<file path="config.mk">
export PLATFORM = sky130hd
export DESIGN_NAME = parking_space_allocator
export DESIGN_NICKNAME = d
export VERILOG_FILES = /design/src/rtl/park_pkg.sv /design/src/rtl/free_space_picker.sv /design/src/rtl/parking_space_allocator.sv
export SDC_FILE = /design/constraint.sdc
export NUM_CORES = 1
export LEC_CHECK = 0
export BUFFER_PORTS_ARGS = -buffer_cell sky130_fd_sc_hd__clkbuf_2
export CORE_MARGIN = 1.5
export CORE_UTILIZATION = 35
export CTS_CLUSTER_DIAMETER = 200
export CTS_CLUSTER_SIZE = 40
export DETAILED_ROUTE_END_ITERATION = 10
export GPL_ROUTABILITY_DRIVEN = 1
export MAX_ROUTING_LAYER = met4
export PLACE_DENSITY = 0.67
export SYNTH_ARGS = -nofsm -noshare
export SYNTH_HDL_FRONTEND = slang
export SYNTH_HIERARCHICAL = 1
export SYNTH_SLANG_ARGS = --single-unit
</file>
<file path="constraint.sdc">
create_clock -name clk -period 7.25 [get_ports clk]
set_input_delay 0.3625 -clock clk [delete_from_list [all_inputs] [get_ports clk]]
set_output_delay 0.3625 -clock clk [all_outputs]
set_load 0.1 [all_outputs]
</file>
<file path="src/rtl/park_pkg.sv">
// Shared types and constants for the parking space allocator.
`timescale 1ns/1ps
package park_pkg;
    localparam int unsigned NUM_SPACES = 8;
    localparam int unsigned SPACE_W    = 3;
    localparam int unsigned COUNT_W    = 4;
    localparam logic [NUM_SPACES-1:0] INIT_FREE_DEFAULT = 8'hFF;

    typedef enum logic [2:0] {
        ST_IDLE,
        ST_LOOKUP,
        ST_CLAIM,
        ST_GATE,
        ST_REJECT
    } park_state_t;

    function automatic logic [COUNT_W-1:0] popcount(input logic [NUM_SPACES-1:0] map);
        logic [COUNT_W-1:0] n;
        n = '0;
        for (int i = 0; i < NUM_SPACES; i++) begin
            n = n + COUNT_W'(map[i]);
        end
        return n;
    endfunction
endpackage

</file>
<file path="src/rtl/free_space_picker.sv">
// Combinational lowest-free-space isolate and free-space popcount.
`timescale 1ns/1ps
module free_space_picker
    import park_pkg::*;
(
    input  logic [NUM_SPACES-1:0] pick_map,
    input  logic [NUM_SPACES-1:0] count_map,
    output logic [NUM_SPACES-1:0] lowest_c,
    output logic [COUNT_W-1:0]    count_c
);
    assign lowest_c = pick_map & (-pick_map);
    assign count_c  = popcount(count_map);
endmodule

</file>
<file path="src/rtl/parking_space_allocator.sv">
// Parking lot occupancy map, entry handshake FSM and exit path.
// Optional PARK_STATS_EN adds saturating grant/reject counters.
`timescale 1ns/1ps
module parking_space_allocator
    import park_pkg::*;
#(
    parameter int unsigned GATE_CYCLES = 4,
    parameter logic [NUM_SPACES-1:0] INIT_FREE = INIT_FREE_DEFAULT
) (
    input  logic                  clk,
    input  logic                  rst_n,
    input  logic                  car_arrive,
    output logic                  car_ack,
    output logic [SPACE_W-1:0]    assigned_space,
    output logic                  reject,
    input  logic                  car_leave,
    input  logic [SPACE_W-1:0]    leave_space,
    output logic                  leave_error,
    output logic [NUM_SPACES-1:0] space_onehot,
    output logic                  space_enable,
    input  logic [SPACE_W-1:0]    park_number,
    output logic [NUM_SPACES-1:0] free_map,
    output logic [COUNT_W-1:0]    free_count,
    output logic                  full,
    output logic                  empty,
`ifdef PARK_STATS_EN
    output logic [15:0]           entries_total,
    output logic [15:0]           rejects_total,
`endif
    output logic                  gate_open
);
    localparam int unsigned CNT_W = $clog2(GATE_CYCLES + 1);
    localparam logic [COUNT_W-1:0] INIT_COUNT = popcount(INIT_FREE);

    park_state_t             state;
    logic [CNT_W-1:0]        gate_cnt;
    logic [NUM_SPACES-1:0]   claim_clr_c;
    logic [NUM_SPACES-1:0]   leave_bit_c;
    logic [NUM_SPACES-1:0]   leave_set_c;
    logic                    leave_err_c;
    logic [NUM_SPACES-1:0]   map_next_c;
    logic [NUM_SPACES-1:0]   lowest_c;
    logic [COUNT_W-1:0]      count_next_c;

    // Next occupancy map: claim clears, a valid leave sets.
    always_comb begin
        claim_clr_c = '0;
        leave_set_c = '0;
        leave_bit_c = NUM_SPACES'(1) << leave_space;
        leave_err_c = car_leave && ((free_map & leave_bit_c) != '0);
        if (state == ST_CLAIM) begin
            claim_clr_c = NUM_SPACES'(1) << assigned_space;
        end
        if (car_leave && !leave_err_c) begin
            leave_set_c = leave_bit_c;
        end
        map_next_c = (free_map & ~claim_clr_c) | leave_set_c;
    end

    free_space_picker u_picker (
        .pick_map  (free_map),
        .count_map (map_next_c),
        .lowest_c  (lowest_c),
        .count_c   (count_next_c)
    );

    // Occupancy map and derived status.
    always_ff @(posedge clk or negedge rst_n) begin
        if (!rst_n) begin
            free_map    <= INIT_FREE;
            free_count  <= INIT_COUNT;
            full        <= (INIT_COUNT == '0);
            empty       <= (INIT_COUNT == COUNT_W'(NUM_SPACES));
            leave_error <= 1'b0;
        end else begin
            free_map    <= map_next_c;
            free_count  <= count_next_c;
            full        <= (count_next_c == '0);
            empty       <= (count_next_c == COUNT_W'(NUM_SPACES));
            leave_error <= leave_err_c;
        end
    end

    // Entry handshake FSM with registered outputs.
    always_ff @(posedge clk or negedge rst_n) begin
        if (!rst_n) begin
            state          <= ST_IDLE;
            car_ack        <= 1'b0;
            reject         <= 1'b0;
            assigned_space <= '0;
            space_onehot   <= '0;
            space_enable   <= 1'b0;
            gate_open      <= 1'b0;
            gate_cnt       <= '0;
        end else begin
            car_ack      <= 1'b0;
            reject       <= 1'b0;
            space_enable <= 1'b0;
            case (state)
                ST_IDLE: begin
                    if (car_arrive && full) begin
                        reject <= 1'b1;
                        state  <= ST_REJECT;
                    end else if (car_arrive) begin
                        space_onehot <= lowest_c;
                        space_enable <= 1'b1;
                        state        <= ST_LOOKUP;
                    end
                end
                ST_LOOKUP: begin
                    // A returned index pointing at a taken space means the encoder is broken.
                    if (free_map[park_number]) begin
                        assigned_space <= park_number;
                        car_ack        <= 1'b1;
                        state          <= ST_CLAIM;
                    end else begin
                        reject <= 1'b1;
                        state  <= ST_REJECT;
                    end
                end
                ST_CLAIM: begin
                    gate_open <= 1'b1;
                    gate_cnt  <= CNT_W'(GATE_CYCLES - 1);
                    state     <= ST_GATE;
                end
                ST_GATE: begin
                    if (gate_cnt != '0) begin
                        gate_cnt <= gate_cnt - CNT_W'(1);
                    end else begin
                        gate_open <= 1'b0;
                        if (!car_arrive) begin
                            state <= ST_IDLE;
                        end
                    end
                end
                ST_REJECT: begin
                    if (!car_arrive) begin
                        state <= ST_IDLE;
                    end
                end
                default: state <= ST_IDLE;
            endcase
        end
    end

`ifdef PARK_STATS_EN
    // Saturating grant and reject counters.
    always_ff @(posedge clk or negedge rst_n) begin
        if (!rst_n) begin
            entries_total <= '0;
            rejects_total <= '0;
        end else begin
            if (car_ack && (entries_total != 16'hFFFF)) begin
                entries_total <= entries_total + 16'd1;
            end
            if (reject && (rejects_total != 16'hFFFF)) begin
                rejects_total <= rejects_total + 16'd1;
            end
        end
    end
`endif
endmodule

</file>
==> results by group <==
Synthesis
  – Synth top area share: 0.333
  – Ys Warns: 6
  – Register area share after synthesis: 0.468
  – Flop and latch count out of synthesis: 36
  – Post-synthesis cell type count: 43
  – Async SR Flop Fraction: 1.00
  – Mux share of post-synthesis cell area: 0.0968
  – Top cells by area, synth: dfrtp_1, dfstp_2, mux2_2
  – Synth Area in XOR/XNOR: 0.00449
  – Synth Area per Inst: 11.0 um^2
  – Number of synthesized flops with an enable pin: 0
  – Syn Nets: 196
  – Largest family of logic cells by synthesized area: simple AND/OR/NAND/NOR gates
  – Syn Inst Count: roughly 180
  – Synth Area in Adders: 0.0731
  – Post-Syn Area: 1950 um^2
  – Compound-Gate Fraction of Synth Area: 0.131
  – Simple-gate area share of the yosys netlist: 0.171
  – Top_reg_cell synth: dfrtp_1
  – Yosys top cell by area: dfrtp_1

Clocking
  – Clk pin slew, worst setup/hold paths: roughly 0.08 ns
  – Insertion delay to the later sink of the worst-skew pair: 0.29 ns
  – CTS H-Tree Depth: 2
  – Cts repair resizes: 0
  – Post-CTS Setup Inserts: 0
  – Clock tree buffer depth: 2
  – Hold_buf cts: 0
  – Clock Tree Root: clkbuf_8
  – CTS tree: yes
  – CTS buffer count: 5
  – Sink Count: 36

STA
  – Period utilisation layout: 0.579
  – Top achievable clock speed: between 200 and 250 MHz
  – Final min period: 4.20 ns
  – Clk_skew: 0.00482 ns
  – Slew HR: 0.423
  – Smallest hold slack: around 0.18 ns
  – Final setup fails: 0
  – TNS Setup: 0 ns
  – RSZ-0062 raised after global routing: no
  – Worst slew pin tran: 0.866 ns
  – Final-report hold violation count: 0
  – Max Slew Vio Count: 0

Floorplan
  – Die area: 6030 um^2
  – Core Rows: 27
  – Number of top-level pins: 40
  – Die Y: 77.7 um
  – Core ar.: about 5400 um^2
  – Starting Density: 0.359
  – Die W: about 80 um

Layout
  – Layout cells sized above 1: 0.344
  – Nets@finish: 236
  – Seq. cell area: between 900 and 1000 um^2
  – Fillers: 533
  – # diodes: 0
  – Multi-input logic area: between 900 and 1000 um^2
  – Design area: 2290 um^2
  – Final Non-Filler Cells: between 200 and 300
  – Synth-to-Final Area Change: 17.4%

Place
  – DP Wirelength: approximately 2.8 mm
  – # port buffers: 39
  – # placed instances: 282
  – Gp weighted congestion: about 0.77
  – Dpl cell area: 2200 um^2

Setup path
  – Delay-heaviest family, CP: adder cells
  – Worst reg2reg path depth: 14
  – Crit-path max cell delay: 0.51 ns
  – CP startpoint: state[2]
  – CP Launch Type: flop
  – Crit path DAT: 4.39 ns
  – CP Cell Sequence: nand2b_1 -> or3_1 -> o31ai_1 -> o41ai_1 -> inv_1 -> fa_1 -> fa_1 -> fa_1 -> inv_1 -> ha_1 -> inv_1 -> fa_1 -> inv_1 -> nor4b_1
  – WP buf/inv: 4
  – CP max-delay cell: fa_1
  – Data required, critical path: 7.44 ns
  – Critical path fanouts, max: 8
  – Worst reg2reg startpoint: state[2]
  – FF-to-FF End: empty
  – WS Path Type: flop to flop
  – Worst Setup End Kind: flop
  – Worst reg-to-reg setup slack: between 3 and 4 ns

GRT
  – Global-route wire length before repair: 6.38 mm
  – Initial antenna violation count: 0
  – Pin count of the biggest net entering global routing: 37
  – Grt ovf: 0
  – Tot GR Track Use: 0.137
  – Vias in the first global route: 1322

Routing
  – Pre-Repair DR Iteration Count: 4
  – DR vias/cell: 4.95
  – Wire per inst: ~13 um
  – Post-DRT Antenna Nets: 0
  – Vias: 1436
  – DR DRC count: 0
  – DRT iter0 DRCs: 170
  – WL final: 3.81 mm

Run
  – Max-cap violation count: 0

Run status
  – Run status: completed

Min path
  – Hold Path Class: input port to async pin
[state kept, by name (all words and copies together), names as in the netlist]
register / count
free_map: 8
space_onehot: 8
free_count: 4
assigned_space: 3
gate_cnt: 3
state: 3
car_ack: 1
empty: 1
full: 1
gate_open: 1
leave_error: 1
reject: 1
space_enable: 1
[synthesized netlist by cell type (all sizes together), types with 2 or more instances]
master,count
dfrtp,26
inv,20
o21ai,17
mux2,14
dfstp,10
a21oi,7
nand2,7
nand2b,7
o31ai,6
ha,5
nor2,5
nor2b,5
clkbuf,4
fa,4
nor3b,4
nor4b,4
and3b,3
buf,2
mux2i,2
nand3,2
nand3b,2
nor4,2
o22ai,2
or2b,2
or3,2
[per-layer routing]
metal  global-route usage  up-vias  wire length [um]
li1                     -      691                 -
met1                0.173      700              1700
met2                0.218       42              1930
met3               0.0259        3               159
met4               0.0545        0                21
met5                    -        -                 0
[final cells by class]
type / instances / share of cell area
Timing Repair Buffer: 39 / 0.0852
Clock inverter: 3 / 0.00819
Tap cell: 72 / 0.0393
Sequential cell: 36 / 0.399
Inverter: 20 / 0.0328
Clock buffer: 5 / 0.0300
Multi-Input combinational cell: 115 / 0.406
[per-stage QoR]
| step | util | setup WS (ns) |
|---|---|---|
| finish | 0.421 | 3.05 |
| global route | 0.421 | 2.73 |
| CTS | 0.421 | 3.08 |
| detailed placement | 0.405 | 2.97 |
| global placement | 0.405 | 3.05 |
| floorplan | - | 3.14 |
[cells by family after synthesis]
family | after synthesis
muxes | 16
AOI/OAI and AO/OA | 40
and+or+nand+nor | 49
xor gates and xnor gates | 1
adders and majority gates | 9
buffers and inverters | 26
DFF | 36
[placed cells by master, fill, tap and decap left out, drive strengths merged, types with 2 or more instances in the layout]
master  count
a21oi       7
and3b       3
clkbuf     44
clkinv      3
dfrtp      26
dfstp      10
fa          4
ha          5
inv        20
mux2       14
mux2i       2
nand2       7
nand2b      7
nand3       2
nand3b      2
nor2        5
nor2b       5
nor3b       4
nor4        2
nor4b       4
o21ai      17
o22ai       2
o31ai       6
or2b        2
or3         2
[worst max-delay path by stage]
stage | end | slack [ns] | cells after the start
2_1_floorplan | empty | 3.14 | 14
3_3_place_gp | empty | 3.05 | 15
3_5_place_dp | empty | 2.97 | 15
4_1_cts | empty | 3.08 | 14
5_1_grt | empty | 2.73 | 14
6_report | empty | 3.05 | 14
Power is not shown: default switching activity piles up to over one toggle a cycle in this logic, so the estimate is an artifact.
